--- src/rtl/apb_decoder_mux.sv ---
// APB3 one-master / N-slave interconnect: address decode into equal-span
// windows, response mux, decode-miss error and a wait-state watchdog.
// Optional build macro APB_DECODER_STATS_EN adds error/timeout statistics
// outputs (err_count, timeout_count, last_err_addr).
//
//  state    | meaning
//  ---------+-----------------------------------------------------------
//  S_IDLE   | no transfer in flight; waits for a setup phase
//  S_ACCESS | access phase; waits for slave ready, miss or watchdog
//  S_ABORT  | one cycle with all slave selects forced low after timeout
module apb_decoder_mux #(
  parameter int unsigned          N_SLAVES        = 4,
  parameter int unsigned          ADDR_W          = 32,
  parameter int unsigned          DATA_W          = 32,
  parameter logic [ADDR_W-1:0]    BASE_ADDR       = 32'h8c000000,
  parameter logic [ADDR_W-1:0]    SLAVE_SPAN      = 32'h10,
  parameter int unsigned          MAX_WAIT_STATES = 32
) (
  input  logic                         clk,
  input  logic                         rst,
  input  logic                         PSEL,
  input  logic                         PENABLE,
  input  logic                         PWRITE,
  input  logic [ADDR_W-1:0]            PADDR,
  input  logic [DATA_W-1:0]            PWDATA,
  output logic [DATA_W-1:0]            PRDATA,
  output logic                         PREADY,
  output logic                         PSLVERR,
  output logic [N_SLAVES-1:0]          s_PSEL,
  output logic                         s_PENABLE,
  output logic                         s_PWRITE,
  output logic [ADDR_W-1:0]            s_PADDR,
  output logic [DATA_W-1:0]            s_PWDATA,
  input  logic [N_SLAVES*DATA_W-1:0]   s_PRDATA,
  input  logic [N_SLAVES-1:0]          s_PREADY,
  input  logic [N_SLAVES-1:0]          s_PSLVERR,
  output logic                         timeout
`ifdef APB_DECODER_STATS_EN
  ,
  output logic [15:0]                  err_count,
  output logic [15:0]                  timeout_count,
  output logic [ADDR_W-1:0]            last_err_addr
`endif
);

  localparam int IDX_W = (N_SLAVES > 1) ? $clog2(N_SLAVES) : 1;
  localparam int CNT_W = (MAX_WAIT_STATES > 0) ? $clog2(MAX_WAIT_STATES + 1) : 1;
  localparam logic [CNT_W-1:0] WAIT_MAX = CNT_W'(MAX_WAIT_STATES);

  // Configuration sanity: span must be a power of two, base aligned to it,
  // and the whole map must fit below 2^ADDR_W without wrapping.
  if (N_SLAVES < 1 || N_SLAVES > 16) begin : g_bad_nslaves
    $error("apb_decoder_mux: N_SLAVES must be 1..16");
  end
  if (SLAVE_SPAN == '0 || (SLAVE_SPAN & (SLAVE_SPAN - 1'b1)) != '0) begin : g_bad_span
    $error("apb_decoder_mux: SLAVE_SPAN must be a power of two");
  end
  if ((BASE_ADDR & (SLAVE_SPAN - 1'b1)) != '0) begin : g_bad_align
    $error("apb_decoder_mux: BASE_ADDR not aligned to SLAVE_SPAN");
  end
  if (ADDR_W < 63) begin : g_wrap_chk
    localparam longint unsigned MAP_END =
      64'(BASE_ADDR) + 64'(N_SLAVES) * 64'(SLAVE_SPAN);
    if (MAP_END > (64'd1 << ADDR_W)) begin : g_bad_wrap
      $error("apb_decoder_mux: slave windows wrap past the top of the address space");
    end
  end

  typedef enum logic [1:0] {S_IDLE, S_ACCESS, S_ABORT} state_t;

  state_t              state_q, state_d;
  logic [IDX_W-1:0]    sel_idx_q, sel_idx_d;
  logic                miss_q, miss_d;
  logic [CNT_W-1:0]    wait_cnt_q, wait_cnt_d;

  logic [N_SLAVES-1:0] hit;
  logic [IDX_W-1:0]    dec_idx;
  logic                miss;
  logic                setup;
  logic                kill;
  logic                rsp_ready;
  logic                rsp_err;
  logic [DATA_W-1:0]   rsp_data;
  logic                to_pulse;
  logic                sel_ready;
  logic                sel_err;
  logic [DATA_W-1:0]   sel_rdata;

  // Window decode; widened by one bit so the upper bound never wraps.
  always_comb begin
    logic [ADDR_W:0] lo;
    logic [ADDR_W:0] addr_x;
    hit     = '0;
    dec_idx = '0;
    addr_x  = {1'b0, PADDR};
    for (int i = 0; i < N_SLAVES; i++) begin
      lo = {1'b0, BASE_ADDR} + (ADDR_W + 1)'(i) * {1'b0, SLAVE_SPAN};
      if (addr_x >= lo && addr_x < lo + {1'b0, SLAVE_SPAN}) begin
        hit[i]  = 1'b1;
        dec_idx = IDX_W'(i);
      end
    end
  end

  assign miss  = PSEL & ~(|hit);
  assign setup = PSEL & ~PENABLE;

  // Select the latched slave's ready/error/data.
  always_comb begin
    sel_ready = 1'b0;
    sel_err   = 1'b0;
    sel_rdata = '0;
    for (int i = 0; i < N_SLAVES; i++) begin
      if (sel_idx_q == IDX_W'(i)) begin
        sel_ready = s_PREADY[i];
        sel_err   = s_PSLVERR[i];
        sel_rdata = s_PRDATA[i*DATA_W +: DATA_W];
      end
    end
  end

  // Next-state and response logic.
  always_comb begin
    state_d    = state_q;
    sel_idx_d  = sel_idx_q;
    miss_d     = miss_q;
    wait_cnt_d = wait_cnt_q;
    kill       = 1'b0;
    rsp_ready  = 1'b0;
    rsp_err    = 1'b0;
    rsp_data   = '0;
    to_pulse   = 1'b0;
    case (state_q)
      S_IDLE: begin
        if (setup) begin
          state_d    = S_ACCESS;
          sel_idx_d  = dec_idx;
          miss_d     = miss;
          wait_cnt_d = '0;
        end
      end
      S_ACCESS: begin
        if (!PSEL) begin
          // Master abandoned the transfer: drop it silently.
          state_d    = S_IDLE;
          wait_cnt_d = '0;
        end else if (miss_q) begin
          rsp_ready = 1'b1;
          rsp_err   = 1'b1;
          state_d   = S_IDLE;
        end else if (sel_ready) begin
          rsp_ready = 1'b1;
          rsp_err   = sel_err;
          rsp_data  = sel_rdata;
          state_d   = S_IDLE;
        end else if (wait_cnt_q == WAIT_MAX) begin
          rsp_ready = 1'b1;
          rsp_err   = 1'b1;
          kill      = 1'b1;
          to_pulse  = 1'b1;
          state_d   = S_ABORT;
        end else begin
          wait_cnt_d = wait_cnt_q + CNT_W'(1);
        end
      end
      S_ABORT: begin
        kill = 1'b1;
        if (setup) begin
          state_d    = S_ACCESS;
          sel_idx_d  = dec_idx;
          miss_d     = miss;
          wait_cnt_d = '0;
        end else begin
          state_d = S_IDLE;
        end
      end
      default: state_d = S_IDLE;
    endcase
  end

  // State registers with synchronous reset.
  always_ff @(posedge clk) begin
    if (rst) begin
      state_q    <= S_IDLE;
      sel_idx_q  <= '0;
      miss_q     <= 1'b0;
      wait_cnt_q <= '0;
    end else begin
      state_q    <= state_d;
      sel_idx_q  <= sel_idx_d;
      miss_q     <= miss_d;
      wait_cnt_q <= wait_cnt_d;
    end
  end

  assign s_PSEL    = (PSEL && !kill && !rst) ? hit : '0;
  assign s_PENABLE = PENABLE;
  assign s_PWRITE  = PWRITE;
  assign s_PADDR   = PADDR;
  assign s_PWDATA  = PWDATA;

  assign PREADY  = rsp_ready & ~rst;
  assign PSLVERR = rsp_err & ~rst;
  assign PRDATA  = rst ? '0 : rsp_data;
  assign timeout = to_pulse & ~rst;

`ifdef APB_DECODER_STATS_EN
  logic err_evt;

  // Only decode misses and watchdog aborts count; slave-reported errors do not.
  assign err_evt = rsp_ready & rsp_err & (miss_q | to_pulse);

  // Saturating error statistics, captured at the end of the error cycle.
  always_ff @(posedge clk) begin
    if (rst) begin
      err_count     <= '0;
      timeout_count <= '0;
      last_err_addr <= '0;
    end else if (err_evt) begin
      if (err_count != 16'hFFFF) err_count <= err_count + 16'd1;
      if (to_pulse && timeout_count != 16'hFFFF) timeout_count <= timeout_count + 16'd1;
      last_err_addr <= PADDR;
    end
  end
`endif

endmodule
--- config.mk ---
export PLATFORM = sky130hd
export DESIGN_NAME = apb_decoder_mux
export DESIGN_NICKNAME = d
export VERILOG_FILES = /design/src/rtl/apb_decoder_mux.sv
export SDC_FILE = /design/constraint.sdc
export NUM_CORES = 1
export LEC_CHECK = 0
export CORE_AREA = 4 4 120 122
export CTS_CLUSTER_SIZE = 28
export DETAILED_ROUTE_END_ITERATION = 16
export DIE_AREA = 0 0 124 126
export GPL_TIMING_DRIVEN = 0
export HOLD_SLACK_MARGIN = 0.05
export SYNTH_ARGS = -nofsm -noshare
export SYNTH_HDL_FRONTEND = slang
export SYNTH_SLANG_ARGS = --single-unit
--- constraint.sdc ---
create_clock -name clk -period 3.58 [get_ports clk]
set_input_delay 0.716 -clock clk [delete_from_list [all_inputs] [get_ports clk]]
set_output_delay 0.716 -clock clk [all_outputs]
set_load 0.005 [all_outputs]
==> impl_metrics.env, run 1 <==
export IMPL_syn_to_final_growth_pct=127.2
export IMPL_num_vias=3159
export IMPL_netlist_area_um2=2419
export IMPL_nFillCells=1302
export IMPL_initial_core_util_pct=18.34
export IMPL_grt_max_degree=11
export IMPL_worst_slew_pin_slew_ns=0.8380
export IMPL_fp_row_count=42
export IMPL_period_minus_slack_ns=3.492
export IMPL_placed_area_um2=5351
export IMPL_grt_pass1_vias=3327
export IMPL_clkSlewWorstSetupHoldPaths_ns=0.04
export IMPL_rsz0062_at_grt="yes"
export IMPL_grt_overflow=0
export IMPL_clock_sinks=11
export IMPL_clk_path_buf_depth=2
export IMPL_final_cell_mix="267 x clkdlybuf4s50_1, 67 x buf_4, 37 x and3_1"
export IMPL_dr_pass1_iters=4
export IMPL_worstPathRequired_ns=2.86
export IMPL_critPathKind="in2out"
export IMPL_leakagePower_nw=2.171
export IMPL_multi_input_area_um2=1629
export IMPL_cts_buffers=3
export IMPL_gp_congestion=0.8473
export IMPL_drtIter0Drc=47
export IMPL_ys_seq_elements=11
export IMPL_ios=310
export IMPL_via_per_inst=4.412
export IMPL_synthCells=264
export IMPL_grt_pass1_wl_um=17700
export IMPL_hpwl_um=10980
export IMPL_cp_max_fo=10
export IMPL_setup_viol=0
export IMPL_design_area_um2=5495
export IMPL_htree_levels=1
export IMPL_clock_latency_ns=0.24
export IMPL_async_reset_ff_share_pct=0
export IMPL_die_w_um=124
export IMPL_diodes=0
export IMPL_stdcell_count=716
export IMPL_drt_total_wl_um=12410
export IMPL_slew_headroom_pct=44.13
export IMPL_cts_root_buf="clkbuf_16"
export IMPL_power_density_nw_per_um2=136.6
export IMPL_start_kind="input port"
export IMPL_core_area_um2=13190
export IMPL_drive_gt1_share_pct=21.67
export IMPL_final_setup_skew_ns=0.002832
export IMPL_port_buffers=271
export IMPL_dp_cells=711
export IMPL_ys_flop_type="dfxtp_1"
export IMPL_cts_tree="built"
export IMPL_yosys_warnings=0
export IMPL_avgSynthCellArea_um2=9.161
export IMPL_antenna_found_initial=1
export IMPL_outcome="finished clean"
export IMPL_endpoint_kind="output port"
export IMPL_seq_area_um2=220.2
export IMPL_die_area_um2=15620
export IMPL_peakVddDrop_uv=114.3
export IMPL_hold_violations=0
export IMPL_arrival_ns=2.78
export IMPL_final_common_cell="clkdlybuf4s50_1"
export IMPL_die_h_um=126
export IMPL_clock_fmax_mhz=286.3
export IMPL_synth_edf_count=0
export IMPL_synth_distinct_cells=41
export IMPL_holdCritPathClass="reg2reg"
export IMPL_syn_num_nets=475
export IMPL_grtUsageTotal_pct=14.42
export IMPL_hold_buffers=0
export IMPL_wl_per_cell_um=17.33
export IMPL_tns_ns=0
export IMPL_slew_violations=0
export IMPL_seq_area_frac_synth_pct=9.105
export IMPL_cap_violations=0
export IMPL_postRouteAntennaNets=0
export IMPL_period_share_pct=97.55
export IMPL_drc=0
export IMPL_holdWs_ns=0.4914
export IMPL_nets=752
[final cells by class]
cell class,instances,area share [%]
Buffer,84,10.75
Clock buffer,4,1.434
Inverter,8,0.5464
Multi-Input combinational cell,161,29.64
Sequential cell,11,4.007
Tap cell,176,4.007
Timing Repair Buffer,272,49.61
[flip-flops by register name, indices dropped and copies added, names as in the netlist]
register	cells
miss_q	1
wait_cnt_q	6
sel_idx_q	2
state_q	2
[path summary, 6_finish.rpt]
check	cells after the start	startpoint	end	slack (ns)
worst max-delay path	6	s_PREADY[1]	PSLVERR	0.09
worst min-delay path	2	wait_cnt_q[5]	wait_cnt_q[5]	0.49
worst max register to register	6	sel_idx_q[1]	wait_cnt_q[4]	1.28
worst min register to register	2	wait_cnt_q[5]	wait_cnt_q[5]	0.49
[critical path, cell delays in order]
cell and delay (ns):
clkdlybuf4s50_1 0.43, mux4_2 0.49, clkbuf_8 0.19, mux2_1 0.32
o21a_1 0.19, clkdlybuf4s50_1 0.45
[report_power, final]
part | internal, mW | switching, mW | total (mW)
clock | 0.150 | 0.0572 | 0.207
sequential | 0.125 | 0.00324 | 0.128
combinational | 0.313 | 0.102 | 0.416
[layer usage]
| layer | share of wire [%] | wire (um) | track usage (%) |
|---|---|---|---|
| met1 | 36 | 4470 | 15.45 |
| met2 | 51 | 6376 | 27.71 |
| met3 | 12 | 1524 | 5.471 |
| met4 | 0.18 | 22 | 0.7732 |
| met5 | 0.10 | 13 | 0 |
[kinds of logic (layout without fill, tap and decap cells)]
group / after synthesis / in the layout / synth area share [%]
flops: 11 / 11 / 9.105
buf+inv: 92 / 368 / 24.83
compound gates: 32 / 32 / 9.157
simple gates: 88 / 88 / 21.68
fa+ha+maj: 6 / 6 / 3.104
mux: 35 / 35 / 32.13
[repair_timing]
item	4_1_cts	5_1_grt
setup endpoints to repair	35	32
buffers inserted	1	0
resized for setup	8	17
endpoints found under the hold margin	0	0
pin swaps	2	3
[stage by stage]
stage | util, % | setup slack, ns | power [mW]
CTS | 41.41 | 0.02491 | 0.7544
floorplan | - | 0.9998 | 0.2538
global route | 41.66 | -0.002435 | 0.7864
finish | 41.66 | 0.08757 | 0.7506
global placement | 40.57 | -0.3113 | 0.5378
detailed placement | 40.57 | -0.3171 | 0.5412
[cells in the mapped netlist (all sizes together), types with 2 or more instances]
cell type	n	area share (%)
nand2	7	1.1
a211o	3	1.1
nor4	4	1.0
nand3	4	0.83
a21oi	7	1.4
nor2	12	1.9
o311ai	2	0.72
nand4	5	1.3
clkbuf	13	2.0
a211oi	5	1.6
inv	8	1.2
and4	2	0.72
and2	5	1.3
a31oi	2	0.52
ha	6	3.1
nor4bb	2	0.83
and3	37	9.6
mux4	34	32
dfxtp	11	9.1
o32ai	4	1.4
buf	71	22
o21ai	5	1.0
(Power assumes the default switching activity.)
==> run 2: changes to the inputs <==
--- a/config.mk
+++ b/config.mk
@@ -11,6 +11,7 @@
 export DIE_AREA = 0 0 124 126
 export GPL_TIMING_DRIVEN = 0
 export HOLD_SLACK_MARGIN = 0.05
+export SKIP_CTS_REPAIR_TIMING = 1
 export SYNTH_ARGS = -nofsm -noshare
 export SYNTH_HDL_FRONTEND = slang
 export SYNTH_SLANG_ARGS = --single-unit
==> run 2 against run 1 <==
Global-route usage about the same. Combinational power about the same. Final cell count up 0.14%. Sequential share of layout area about the same. Fmax about the same. Critical path depth unchanged. Via count up 0.13%. Largest power group unchanged. Worst setup slack worse by 0.0013 ns.
==> impl_metrics.env, run 2 (synthesis gave the netlist of run 1 again) <==
export IMPL_initial_core_util_pct=18.34
export IMPL_cap_violations=0
export IMPL_pwr_share_clk_pct=27.5
export IMPL_worstSetupStartpoint="s_PREADY[1]"
export IMPL_pwr_share_comb_pct=55.3
export IMPL_drtIter0Drc=63
export IMPL_slew_headroom_pct=43.33
export IMPL_die_h_um=126
export IMPL_postRouteAntennaNets=0
export IMPL_via_per_inst=4.411
export IMPL_clk_path_buf_depth=2
export IMPL_die_w_um=124
export IMPL_grt_pass1_vias=3308
export IMPL_grtUsageTotal_pct=14.37
export IMPL_worst_slew_pin_slew_ns=0.8500
export IMPL_clock_fmax_mhz=286.2
export IMPL_antenna_found_initial=1
export IMPL_path_cells="clkdlybuf4s50_1, mux4_2, buf_4, mux2_1, o21a_1, clkdlybuf4s50_1"
export IMPL_dr_pass1_iters=4
export IMPL_final_common_cell="clkdlybuf4s50_1"
export IMPL_final_cell_mix="268 x clkdlybuf4s50_1, 69 x buf_4, 37 x and3_1"
export IMPL_endpoint_kind="output port"
export IMPL_ios=310
export IMPL_netSwitchingPower_mw=0.1610
export IMPL_min_delay_start="wait_cnt_q[5]"
export IMPL_hold_violations=0
export IMPL_slew_violations=0
export IMPL_holdCritPathClass="reg2reg"
export IMPL_core_area_um2=13190
export IMPL_cts_buffers=3
export IMPL_regMostFlops="wait_cnt_q"
export IMPL_nets=753
export IMPL_dp_cells=711
export IMPL_port_buffers=271
export IMPL_clock_sinks=11
export IMPL_arrival_ns=2.78
export IMPL_diodes=0
export IMPL_drive_gt1_share_pct=21.26
export IMPL_hpwl_um=10980
export IMPL_start_kind="input port"
export IMPL_cts_root_buf="clkbuf_16"
export IMPL_slowest_delay_ns=0.48
export IMPL_cp_max_fo=10
export IMPL_wl_per_cell_um=17.32
export IMPL_period_minus_slack_ns=3.494
export IMPL_final_setup_skew_ns=0.002669
export IMPL_syn_to_final_growth_pct=126.4
export IMPL_grt_overflow=0
export IMPL_reg2reg_slack_ns=1.24
export IMPL_fp_row_count=42
export IMPL_stdcell_count=717
export IMPL_gp_congestion=0.8473
export IMPL_r2r_cells=6
export IMPL_grt_pass1_wl_um=17640
export IMPL_cp_slowest_cell="mux4_2"
export IMPL_final_util_pct=41.51
export IMPL_worstSetupEndpoint="PSLVERR"
export IMPL_seq_power_share_pct=17.1
export IMPL_power_density_nw_per_um2=136.4
export IMPL_reg2reg_from="sel_idx_q[1]"
export IMPL_switching_share_pct=21.56
export IMPL_clkSlewWorstSetupHoldPaths_ns=0.04
export IMPL_die_area_um2=15620
export IMPL_p_int_mw=0.5858
export IMPL_period_share_pct=97.59
export IMPL_largest_reg_flops=6
export IMPL_largestRegisters="wait_cnt_q (6), sel_idx_q (2), state_q (2)"
export IMPL_peakVddDrop_uv=112.9
export IMPL_worstPathRequired_ns=2.86
export IMPL_outcome="finished clean"
export IMPL_cts_tree="built"
export IMPL_htree_levels=1
export IMPL_clock_latency_ns=0.24
export IMPL_nFillCells=1306
export IMPL_drc=0
export IMPL_path_common_cell="clkdlybuf4s50_1"
export IMPL_setup_viol=0
export IMPL_num_vias=3163
export IMPL_r2r_end="wait_cnt_q[4]"
export IMPL_critPathKind="in2out"
export IMPL_leakagePower_nw=2.174
export IMPL_drt_total_wl_um=12420
export IMPL_grt_max_degree=11
run 2: worst min-delay path by stage:
| stage | slack (ns) | cells past startpoint | end |
|---|---|---|---|
| 2_1_floorplan | 0.46 | 1 | wait_cnt_q[0] |
| 3_3_place_gp | 0.48 | 2 | wait_cnt_q[5] |
| 3_5_place_dp | 0.49 | 2 | wait_cnt_q[5] |
| 4_1_cts | 0.50 | 2 | wait_cnt_q[5] |
| 5_1_grt | 0.52 | 1 | wait_cnt_q[0] |
| 6_report | 0.49 | 2 | wait_cnt_q[5] |
run 2: per-layer routing:
metal | global-route usage, % | wire (um)
met1 | 15.45 | 4557
met2 | 27.55 | 6367
met3 | 5.471 | 1480
met4 | 0.7732 | 2
met5 | 0 | 13
run 2: cell type report:
cell class              count  area, um2  share of cell area [%]
inverters                   8      30.03                  0.5484
flip-flops and latches     11      220.2                   4.022
multi-input cells         161       1612                   29.43
repair buffers            273       2735                   49.95
plain buffers              84      579.3                   10.58
clock buffers               4      78.83                   1.440
well taps                 176      220.2                   4.022
run 2: worst max-delay path: cells and delay by family:
kind / cells / cell delay (ns)
AOI/OAI and AO/OA: 1 / 0.19
muxes: 2 / 0.80
buffers and inverters: 3 / 1.07
run 2: stage by stage:
stage                     power (mW)  cell area [um2]  setup TNS [ns]  hold slack, ns  setup WS, ns
final                         0.7468             5475               0          0.4921       0.08624
after detailed placement      0.5412             5351          -7.734          0.4945       -0.3171
after CTS                     0.7510             5430          -8.118          0.4984       -0.3272
after global routing          0.7835             5475        -0.06450          0.5249      -0.02228
after global placement        0.5378             5351          -7.821          0.4850       -0.3113
after floorplan               0.2538             2419               0          0.4632        0.9998
run 2: power groups by stage:
stage	logic (mW)	clock network, mW	registers (mW)
2_1_floorplan	0.125	0	0.129
3_3_place_gp	0.409	0	0.129
3_5_place_dp	0.412	0	0.129
4_1_cts	0.414	0.209	0.127
5_1_grt	0.442	0.214	0.128
6_report	0.413	0.206	0.128
==> run 3: changes to the inputs <==
--- a/config.mk
+++ b/config.mk
@@ -9,7 +9,6 @@
 export CTS_CLUSTER_SIZE = 28
 export DETAILED_ROUTE_END_ITERATION = 16
 export DIE_AREA = 0 0 124 126
-export GPL_TIMING_DRIVEN = 0
 export HOLD_SLACK_MARGIN = 0.05
 export SKIP_CTS_REPAIR_TIMING = 1
 export SYNTH_ARGS = -nofsm -noshare
==> run 3 against run 2 <==
Count of clock-buffer cells in the layout unchanged. Routed wire length down 6.8%. Final cell count down 16%. Clock power about the same. Via count down 10%. Sequential power about the same. Largest power group unchanged.
==> impl_metrics.env, run 3 (synthesis gave the netlist of run 1 again) <==
export IMPL_outcome="finished clean"
export IMPL_cts_root_buf="clkbuf_16"
export IMPL_final_util_pct=34.94
export IMPL_path_cells="clkdlybuf4s50_1, nor4bb_1, and4_1, and2_1, and4b_1, clkdlybuf4s50_1"
export IMPL_grt_max_degree=36
export IMPL_arrival_ns=2.70
export IMPL_clkSlewWorstSetupHoldPaths_ns=0.04
export IMPL_dr_pass1_iters=4
export IMPL_pre_cts_ws_ns=0.04956
export IMPL_leakagePower_nw=1.665
export IMPL_worst_slew_pin_slew_ns=0.6172
export IMPL_diodes=0
export IMPL_num_vias=2838
export IMPL_cp_slowest_cell="clkdlybuf4s50_1"
export IMPL_setup_viol=0
export IMPL_period_minus_slack_ns=3.417
export IMPL_start_kind="input port"
export IMPL_drtIter0Drc=148
export IMPL_clock_sinks=11
export IMPL_endpoint_kind="output port"
export IMPL_clk_path_buf_depth=2
export IMPL_slowest_delay_ns=0.52
export IMPL_antenna_found_initial=0
export IMPL_reg2reg_from="sel_idx_q[0]"
export IMPL_critPathKind="in2out"
export IMPL_peakVddDrop_uv=153.1
export IMPL_gp_congestion=0.8795
export IMPL_syn_to_final_growth_pct=90.53
export IMPL_postRouteAntennaNets=0
export IMPL_nets=641
export IMPL_grtUsageTotal_pct=13.95
export IMPL_worstSetupEndpoint="s_PSEL[2]"
export IMPL_cts_tree="built"
export IMPL_hold_violations=0
export IMPL_wl_per_cell_um=19.14
export IMPL_drc=0
export IMPL_period_share_pct=95.44
export IMPL_ios=310
export IMPL_clock_fmax_mhz=292.7
export IMPL_slew_violations=0
export IMPL_hpwl_um=9839
export IMPL_via_per_inst=4.691
export IMPL_slew_headroom_pct=58.29
export IMPL_cp_max_fo=4
export IMPL_final_setup_skew_ns=0.0002423
export IMPL_regMostFlops="wait_cnt_q"
export IMPL_tns_ns=0
export IMPL_die_area_um2=15620
export IMPL_drt_total_wl_um=11580
export IMPL_rsz0062_at_grt="no"
export IMPL_worstSetupStartpoint="PADDR[31]"
export IMPL_cts_buffers=3
export IMPL_drive_gt1_share_pct=12.59
export IMPL_port_buffers=235
export IMPL_path_common_cell="clkdlybuf4s50_1"
export IMPL_grt_pass1_vias=3099
export IMPL_final_cell_mix="235 x clkdlybuf4s50_1, 37 x and3_1, 34 x mux4_2"
export IMPL_reg2reg_slack_ns=1.37
export IMPL_power_density_nw_per_um2=141.5
export IMPL_final_common_cell="clkdlybuf4s50_1"
export IMPL_worstPathRequired_ns=2.86
export IMPL_grt_pass1_wl_um=16930
export IMPL_holdCritPathClass="reg2reg"
export IMPL_fp_row_count=42
export IMPL_initial_core_util_pct=18.34
export IMPL_largest_reg_flops=6
export IMPL_setup_slack_ns=0.1632
export IMPL_die_h_um=126
export IMPL_core_area_um2=13190
export IMPL_min_delay_start="wait_cnt_q[5]"
export IMPL_r2r_cells=5
export IMPL_cap_violations=0
export IMPL_r2r_end="state_q[0]"
export IMPL_htree_levels=1
export IMPL_grt_overflow=0
export IMPL_largestRegisters="wait_cnt_q (6), sel_idx_q (2), state_q (2)"
export IMPL_die_w_um=124
export IMPL_clock_latency_ns=0.24
==> run 3: cell types whose count changed in the layout (fill, tap and decap cells not counted), sizes merged <==
cell | previous run | this run
buf | 75 | 10
clkdlybuf4s50 | 268 | 235
dlymetal6s2s | 3 | 0
clkbuf | 15 | 4
==> run 3: worst min-delay path by stage <==
stage | end | slack [ns] | cells past startpoint
after floorplan | wait_cnt_q[0] | 0.46 | 1
after global placement | wait_cnt_q[5] | 0.49 | 2
after detailed placement | wait_cnt_q[5] | 0.49 | 2
after CTS | wait_cnt_q[5] | 0.50 | 2
after global routing | wait_cnt_q[5] | 0.53 | 2
final | wait_cnt_q[5] | 0.50 | 2
==> run 3: final cells by class <==
| class | count | area (um2) |
|---|---|---|
| Clock buffer | 4 | 78.83 |
| Fill cell | 1369 | 8582 |
| Inverter | 8 | 30.03 |
| Multi-Input combinational cell | 161 | 1617 |
| Sequential cell | 11 | 222.7 |
| Tap cell | 176 | 220.2 |
| Timing Repair Buffer | 245 | 2440 |
==> run 3: power by group <==
part	internal [mW]	total, mW	switching, mW	leakage [nW]
clock network	0.150	0.204	0.0548	0.0382
logic	0.235	0.320	0.0846	1.54
registers	0.125	0.128	0.00341	0.0900
==> run 3: per-layer routing <==
metal	track usage (%)	wire (um)	up-vias
met4	3.093	217	0
met1	16.51	4331	1329
met3	4.709	1249	22
li1	-	-	1279
met2	24.28	5779	208
met5	0	0	-
==> run 3: per-stage QoR <==
| stage | power [mW] | hold slack (ns) | cell area (um2) | cells |
|---|---|---|---|---|
| floorplan | 0.2538 | 0.4632 | 2419 | 264 |
| global placement | 0.4434 | 0.4861 | 4516 | 601 |
| detailed placement | 0.4479 | 0.4938 | 4516 | 601 |
| CTS | 0.6569 | 0.4978 | 4594 | 605 |
| global route | 0.6872 | 0.5261 | 4608 | 605 |
| finish | 0.6520 | 0.4997 | 4608 | 605 |
==> run 3: critical path, delay by kind of cell <==
family | cells | cell delay [ns]
buf+inv | 2 | 0.99
simple gates | 4 | 0.99
